File: src/rtl/fifo_wr_arbiter.sv
// fifo_wr_arbiter
// Round-robin arbiter that shares one FIFO write port among NUM_REQ
// valid/ready producers. A grant lasts at most MAX_BURST transfers and is
// always followed by one IDLE arbitration cycle. Back-pressure comes from the
// downstream FIFO full flag, which is registered in the FIFO, so a write can
// never coincide with the cycle the FIFO becomes full.
module fifo_wr_arbiter #(
    parameter int NUM_REQ    = 4,
    parameter int DATA_WIDTH = 8,
    parameter int MAX_BURST  = 4,
    localparam int ID_W      = $clog2(NUM_REQ),
    localparam int CNT_W     = $clog2(MAX_BURST + 1)
) (
    input  logic                          clk,
    input  logic                          rst_n,
    input  logic [NUM_REQ-1:0]            req_valid_i,
    input  logic [NUM_REQ*DATA_WIDTH-1:0] req_data_i,
    output logic [NUM_REQ-1:0]            req_ready_o,
    input  logic                          fifo_full_i,
    output logic                          fifo_wr_en_o,
    output logic [DATA_WIDTH-1:0]         fifo_wr_data_o,
    output logic                          grant_valid_o,
    output logic [ID_W-1:0]               grant_id_o
);

    typedef enum logic [0:0] {
        ST_IDLE  = 1'b0,
        ST_GRANT = 1'b1
    } state_e;

    // After reset the last owner is the highest index, so producer 0 wins first.
    localparam logic [ID_W-1:0]  LAST_RST = ID_W'(NUM_REQ - 1);
    localparam logic [CNT_W-1:0] CNT_LAST = CNT_W'(MAX_BURST - 1);

    state_e           state_q;
    logic [ID_W-1:0]  owner_q;
    logic [ID_W-1:0]  last_q;
    logic [CNT_W-1:0] burst_cnt_q;
    logic             grant_valid_q;

    logic                  in_grant_s;
    logic                  owner_valid_s;
    logic [DATA_WIDTH-1:0] owner_data_s;
    logic                  xfer_s;
    logic                  burst_last_s;
    logic                  pick_found_s;
    logic [ID_W-1:0]       pick_idx_s;

    // Index reached by stepping 'step' places past 'base', wrapping at NUM_REQ.
    // base < NUM_REQ and step <= NUM_REQ, so a single subtraction suffices.
    function automatic logic [ID_W-1:0] rr_index(input logic [ID_W-1:0] base,
                                                 input int              step);
        int sum;
        sum = int'(base) + step;
        sum = (sum >= NUM_REQ) ? (sum - NUM_REQ) : sum;
        return ID_W'(sum);
    endfunction

    assign in_grant_s   = (state_q == ST_GRANT);
    assign burst_last_s = (burst_cnt_q == CNT_LAST);

    // Round-robin search: first valid producer after the last released owner.
    always_comb begin
        logic [ID_W-1:0] cand_v;
        logic            hit_v;
        pick_found_s = 1'b0;
        pick_idx_s   = {ID_W{1'b0}};
        cand_v       = {ID_W{1'b0}};
        hit_v        = 1'b0;
        for (int i = 1; i <= NUM_REQ; i++) begin
            cand_v       = rr_index(last_q, i);
            hit_v        = !pick_found_s && req_valid_i[cand_v];
            pick_idx_s   = hit_v ? cand_v : pick_idx_s;
            pick_found_s = pick_found_s | hit_v;
        end
    end

    // Select the owner's valid bit and data word with an AND-OR mux.
    always_comb begin
        owner_valid_s = 1'b0;
        owner_data_s  = {DATA_WIDTH{1'b0}};
        for (int i = 0; i < NUM_REQ; i++) begin
            owner_valid_s = owner_valid_s | (req_valid_i[i] & (owner_q == ID_W'(i)));
            owner_data_s  = owner_data_s
                          | (req_data_i[i*DATA_WIDTH +: DATA_WIDTH]
                             & {DATA_WIDTH{owner_q == ID_W'(i)}});
        end
    end

    // A transfer needs the owner's word and room in the FIFO.
    assign xfer_s = in_grant_s & owner_valid_s & ~fifo_full_i;

    // Ready goes only to the owner and never depends on req_valid_i.
    always_comb begin
        req_ready_o = {NUM_REQ{1'b0}};
        for (int i = 0; i < NUM_REQ; i++) begin
            req_ready_o[i] = in_grant_s & (owner_q == ID_W'(i)) & ~fifo_full_i;
        end
    end

    // FIFO write port: data is forced to zero whenever no write is issued.
    always_comb begin
        fifo_wr_en_o = xfer_s;
        if (xfer_s) begin
            fifo_wr_data_o = owner_data_s;
        end else begin
            fifo_wr_data_o = {DATA_WIDTH{1'b0}};
        end
    end

    // Arbitration FSM: IDLE picks an owner, GRANT runs the bounded burst.
    always_ff @(posedge clk or negedge rst_n) begin
        if (!rst_n) begin
            state_q       <= ST_IDLE;
            owner_q       <= {ID_W{1'b0}};
            last_q        <= LAST_RST;
            burst_cnt_q   <= {CNT_W{1'b0}};
            grant_valid_q <= 1'b0;
        end else begin
            case (state_q)
                ST_IDLE: begin
                    if (pick_found_s) begin
                        owner_q       <= pick_idx_s;
                        burst_cnt_q   <= {CNT_W{1'b0}};
                        state_q       <= ST_GRANT;
                        grant_valid_q <= 1'b1;
                    end else begin
                        state_q       <= ST_IDLE;
                        grant_valid_q <= 1'b0;
                    end
                end
                ST_GRANT: begin
                    if (!owner_valid_s) begin
                        // Owner withdrew: release without a transfer.
                        last_q        <= owner_q;
                        burst_cnt_q   <= {CNT_W{1'b0}};
                        state_q       <= ST_IDLE;
                        grant_valid_q <= 1'b0;
                    end else if (xfer_s) begin
                        if (burst_last_s) begin
                            last_q        <= owner_q;
                            burst_cnt_q   <= {CNT_W{1'b0}};
                            state_q       <= ST_IDLE;
                            grant_valid_q <= 1'b0;
                        end else begin
                            burst_cnt_q   <= burst_cnt_q + CNT_W'(1);
                            state_q       <= ST_GRANT;
                            grant_valid_q <= 1'b1;
                        end
                    end else begin
                        // FIFO full with the owner still valid: hold everything.
                        state_q       <= ST_GRANT;
                        grant_valid_q <= 1'b1;
                    end
                end
                default: begin
                    state_q       <= ST_IDLE;
                    grant_valid_q <= 1'b0;
                end
            endcase
        end
    end

    assign grant_valid_o = grant_valid_q;
    assign grant_id_o    = owner_q;

endmodule

File: config.mk
export PLATFORM = sky130hd
export DESIGN_NAME = fifo_wr_arbiter
export DESIGN_NICKNAME = d
export VERILOG_FILES = /design/src/rtl/fifo_wr_arbiter.sv
export SDC_FILE = /design/constraint.sdc
export NUM_CORES = 1
export LEC_CHECK = 0
export BUFFER_PORTS_ARGS = -buffer_cell sky130_fd_sc_hd__buf_2
export CAP_MARGIN = 20
export CORE_MARGIN = 2
export CORE_UTILIZATION = 44
export CTS_CLUSTER_DIAMETER = 50
export DETAILED_ROUTE_END_ITERATION = 6
export GPL_TIMING_DRIVEN = 0
export PLACE_DENSITY = 0.84
export SLEW_MARGIN = 20
export SYNTH_ARGS = -nofsm -noshare
export SYNTH_HDL_FRONTEND = slang
export SYNTH_SLANG_ARGS = --single-unit
File: constraint.sdc
create_clock -name clk -period 4.4 [get_ports clk]
set_input_delay 0.22 -clock clk [delete_from_list [all_inputs] [get_ports clk]]
set_output_delay 0.22 -clock clk [all_outputs]
set_load 0.03 [all_outputs]
==> Yosys cells after proc, flatten, opt, wreduce, memory -nomap -nowiden <==
Cells that the tools add are included.
{ "classes": {"addsub": 9, "order_cmp": 8, "eq_ne": 8, "muxes": 30, "n_bitwise": 29, "reduce_logical": 10} }
{ "op_table": {"columns": ["operator", "n"], "rows": [
  ["$and 8x8->8", 4],
  ["$or 8x8->8", 3],
  ["$mux 2", 11],
  ["$and 1x1->1", 14],
  ["$lt 2x3->1 const B", 4],
  ["$mux 3", 4],
  ["$ge 3x3->1 const B", 3],
  ["$bmux 1 s2", 4],
  ["$mux 1", 8],
  ["$mux 8", 1],
  ["$sub 2x1->2 const B", 4],
  ["$add 2x2->3 const B", 2],
  ["$or 1x1->1", 6],
  ["$pmux 3 s2", 1],
  ["$add 2x3->4 const B", 1],
  ["$eq 2x2->1 const B", 2],
  ["$ge 4x3->1 const B", 1],
  ["$ne 2x2->1 const B", 2],
  ["$reduce_and 2->1", 2],
  ["$add 2x1->3 const B", 1],
  ["$add 3x1->3 const B", 1],
  ["$eq 3x2->1 const B", 1],
  ["$logic_and 1x1->1", 3],
  ["$logic_not 1->1", 3],
  ["other kinds (7)", 8]
]} }
{ "totals": {"register_bits": 8, "input_bits": 39, "output_inout_bits": 16, "wordCells": 98} }

==> Longest topological paths before layout <==
{ "depth": {"ltp_word": 16, "ltp_mapped": 6, "mapped_depth_nobuf": 5} }

==> Worst setup path after synthesis <==
Ideal clock, no wire load.
{ "synth_path": {"path_type": "flip-flop to output port", "startpoint": "reg owner_q[0], in the netlist grant_id_o[0]", "endpoint": "out fifo_wr_data_o[3]", "arrival_time_ns": 1.686, "t_required_ns": 4.180, "path_slack_ns": 2.494, "stages_incl_launch_ff": 5, "path_buffers": 2, "cell_sequence": "dfrtp_1 -> buf_6 -> buf_2 -> mux4_2 -> and3_1"} }
{ "synth_via": {"elab_chain_cells": 8, "elab_cells_between_ends": 21, "classes_between": "3 x eq/ne; 1 x mux; 16 x bitwise; 1 x reduce/logical"} }
{ "synth_lines": {"columns": ["item", "line_no", "source"], "rows": [
  ["start: declaration", "36", "logic [ID_W-1:0] owner_q;"],
  ["start signal: assignment", "115", "owner_q <= {ID_W{1'b0}};"],
  ["start signal: assignment", "123", "owner_q <= pick_idx_s;"],
  ["$eq 2x1->1 / $logic_not 2->1 (equally long branches)", "83, 86", null],
  ["$and 1x1->1", "83", "owner_valid_s = owner_valid_s | (req_valid_i[i] & (owner_q == ID_W'(i)));"],
  ["$or 1x1->1 (3 in a row)", "83", null],
  ["$and 1x1->1 (2 in a row)", "91", "assign xfer_s = in_grant_s & owner_valid_s & ~fifo_full_i;"],
  ["$mux 8 *", "104", "if (xfer_s) begin"],
  ["end: declaration", "21", "output logic [DATA_WIDTH-1:0] fifo_wr_data_o,"]
]} }
Every way passes the cells marked *; elsewhere a longest branch is shown, timed or not.

==> Worst setup path after layout <==
Ends and elaborated chain as after synthesis.

==> impl_results.rst <==
.. list-table::
   :header-rows: 1

   * - Metric
     - Value
   * - Result of the run
     - finished, final reports clean
   * - Highest-count cells in the layout ignoring fill and taps
     - 56 x buf_2, 10 x and3_1
   * - First-pass GRT wire length
     - 3250 µm
   * - Final period util
     - 0.488
   * - Number of setup violations in the final report
     - 0
   * - Clock net sink count
     - 8
   * - Remaining DRCs
     - 0
   * - Adder-cell share of the synthesized area
     - 0.0153
   * - Pin count of the biggest net entering global routing
     - 11
   * - Root cell of the clock tree
     - clkbuf_4
   * - Register clock-pin slew on the reported worst setup and hold paths
     - 0.06 ns
   * - Number of antenna diodes
     - 0
   * - Post-Syn Area
     - 817 µm²
   * - Total vias in the final route
     - 885
   * - Summed negative setup slack over all endpoints
     - 0 ns
   * - Endpoint arrival time on the critical path
     - 1.93 ns
   * - Fraction of the yosys area taken by sequential cells
     - 0.248
   * - Required @ worst endpoint
     - 4.18 ns
   * - Initial core utilization
     - 0.468
   * - Unique masters post-synth
     - 31
   * - Port buffer count
     - 54
   * - Vias in the first global route
     - 796
   * - FF+latch area
     - 203 µm²
   * - Fmax achieved
     - 466 MHz
   * - Number of antenna violations at the first check in global routing
     - 0
   * - Highest metal layer used by the detailed router
     - met4
   * - Design Power
     - 654 µW
   * - Post-CTS Setup Bufs
     - 0
   * - Fill cells
     - 148
   * - Timing startpoint of the critical path
     - grant_id_o[0]
   * - Wire length on met1
     - 963 µm
   * - Per-instance average area after synthesis
     - 10.5 µm²
   * - Horizontal extent of the die
     - 47.1 µm
   * - Type of destination of the critical path
     - output port
   * - Die Outline Area
     - 2220 µm²
   * - Area growth from synthesis to layout
     - 41.3%
   * - Max stage delay on crit path
     - 0.52 ns
   * - Crit-path cells
     - buf_6 -> buf_2 -> mux4_2 -> and3_1 -> buf_2
   * - Peak fanout along the critical path
     - 10
   * - Met2 layer wire length in the routed design
     - 1110 µm
   * - Routed length on met3
     - 141 µm
   * - Number of I/O pins
     - 55
   * - Post-detailed-route count of antenna-violating nets
     - 0
   * - Fraction of the mapped netlist area in simple logic gates
     - 0.204
   * - Leftover overflow at the end of global routing
     - 0
   * - Cell count after synthesis
     - 78
   * - Proportion of synthesized area in mux cells
     - 0.332
   * - Post-synthesis compound-gate area fraction
     - 0.124
   * - Static Leak
     - 0.632 nW
   * - Post-DP HPWL
     - 1830 µm
   * - Clock tree from TritonCTS
     - built
   * - Number of buffers between clock root and the deepest sink
     - 2
   * - Final weighted congestion in routability-driven placement
     - 0.772
   * - Number of warnings issued by yosys
     - 0
   * - Vias per inst
     - 5.46
   * - Number of optimization iterations in the first detailed-route pass
     - 4
   * - Min cycle time layout
     - 2.15 ns
   * - Overall Global Routing Usage
     - 0.207
   * - Pins over their slew limit
     - 0
   * - Most common cell after layout, fill and taps aside
     - buf_2
   * - Final hold viol count
     - 0
   * - Setup repair after global routing missed its margin
     - no
   * - Total number of placement rows
     - 15
   * - Clk_lat worst skew
     - 0.26 ns
   * - Main combinational cell family by area after synthesis
     - multiplexers
   * - Seq cells post-synth
     - 8
   * - Most repeated library cell on the critical path
     - buf_2
   * - Number of max-cap violations
     - 0
   * - Number of buffers added by the clock tree synthesis step
     - 3
   * - Starting DRC count in detailed routing
     - 14
   * - Level count of the clock H-tree
     - 1
   * - Cell Pwr Density
     - 566 nW/µm²
   * - Cell with the biggest individual delay on the critical path
     - mux4_2
   * - Maximum VDD drop
     - 0.343 mV
   * - Xor and xnor area share after synthesis
     - 0
   * - Reg-to-reg critical path startpoint
     - grant_id_o[0]
   * - Combined area of the multi-input logic cells
     - 552 µm²
   * - Crit Path Class
     - flip-flop to output port
   * - Routed len/inst
     - 13.9 µm
   * - Worst setup skew after layout
     - 0.0147 ns
   * - Least-Margin Pin Slew
     - 0.558 ns
   * - Core Footprint
     - 1750 µm²
   * - Layout cells sized above 1
     - 0.511
   * - Type of origin of the critical path
     - flip-flop
   * - Overall routed net length
     - 2240 µm
   * - Rel. slew slack
     - 0.625
   * - Min-delay worst type
     - input port to asynchronous set/reset pin
   * - Number of nets produced by synthesis
     - 118
   * - Height of the chip
     - 47.1 µm
   * - Number of nets in the layout
     - 178
==> path summary, 6_finish.rpt <==
| path | slack, ns | cells past startpoint | to |
|---|---|---|---|
| min in group clk | 0.37 | 3 | grant_id_o[1] |
| worst max register to register | 2.64 | 4 | last_q[0] |
| worst min register to register | 0.51 | 1 | burst_cnt_q[1] |
| worst max-delay path | 2.25 | 5 | fifo_wr_data_o[3] |
| max in group asynchronous | 3.80 | 2 | last_q[1] |
| worst min-delay path | 0.36 | 2 | burst_cnt_q[2] |
==> layer usage <==
layer	GRT usage	vias up
met4	0.0500	0
met3	0.0577	6
met2	0.375	37
met5	0	-
met1	0.242	418
li1	-	424
==> kinds of logic (layout without fill, tap and decap cells) <==
group / after synthesis / in the layout
AND/OR/NAND/NOR: 28 / 28
multiplexers: 13 / 13
buffers and inverters: 12 / 71
flip-flops: 8 / 8
adder cells (fa/ha/maj): 1 / 1
AO/OA/AOI/OAI: 16 / 16
==> area by class of cell <==
| class | count | area share |
|---|---|---|
| multi-input cells | 58 | 0.478 |
| inverters | 6 | 0.0195 |
| repair buffers | 55 | 0.243 |
| clock buffers | 4 | 0.0228 |
| flip-flops and latches | 8 | 0.176 |
| plain buffers | 6 | 0.0347 |
| well taps | 25 | 0.0271 |
==> report_power, final <==
group | switching [mW] | internal (mW) | leakage, nW
clock | 0.0251 | 0.0347 | 0.0150
combinational | 0.250 | 0.203 | 0.520
sequential | 0.0308 | 0.110 | 0.0962
total | 0.306 | 0.348 | 0.632
==> sequential cells by signal, indices dropped and copies added, names as in the netlist <==
name         flops
last_q           2
grant_id_o       2
burst_cnt_q      3
in_grant_s       1
==> through the flow <==
| step | worst slack, ns | util | hold slack [ns] | cell area, µm² | instances |
|---|---|---|---|---|---|
| final | 2.25 | 0.662 | 0.356 | 1150 | 162 |
| after global routing | 2.19 | 0.662 | 0.361 | 1150 | 162 |
| after CTS | 2.26 | 0.662 | 0.319 | 1150 | 162 |
| after detailed placement | 2.52 | 0.641 | 0.0651 | 1120 | 157 |
| after global placement | 2.56 | 0.641 | 0.0630 | 1120 | 157 |
| after floorplan | 2.49 | - | -0.0756 | 817 | 78 |
==> what timing repair did <==
item / 4_1_cts / 5_1_grt
endpoints found under the hold margin: 6 / 0
endpoints found under the setup margin: 0 / 0
resized for setup: 0 / 0
hold buffers: 1 / 0
==> cells in the mapped netlist (all sizes together) <==
cell type | count | area share
ha | 1 | 0.015
a22o | 1 | 0.011
inv | 6 | 0.028
o22ai | 1 | 0.0077
nor4bb | 1 | 0.012
nor2b | 2 | 0.015
dfstp | 2 | 0.064
dfrtp | 6 | 0.18
nand3 | 2 | 0.018
a21oi | 6 | 0.037
a221oi | 1 | 0.011
nor3 | 2 | 0.012
mux4 | 9 | 0.28
mux2i | 2 | 0.025
o31ai | 1 | 0.0092
and3 | 10 | 0.077
o21bai | 1 | 0.0092
nor2 | 3 | 0.014
nor4 | 1 | 0.0077
o221ai | 2 | 0.021
mux2 | 2 | 0.032
nand2 | 3 | 0.017
buf | 4 | 0.040
o21ai | 3 | 0.018
nand2b | 4 | 0.031
clkbuf | 2 | 0.0092
==> worst max-delay path: cells and delay by family, from the launching register on <==
kind,cells,cell delay (ns)
simple gates,1,0.19
buf+inv,3,0.58
flops,1,0.38
mux,1,0.52
(Power assumes the default switching activity.)
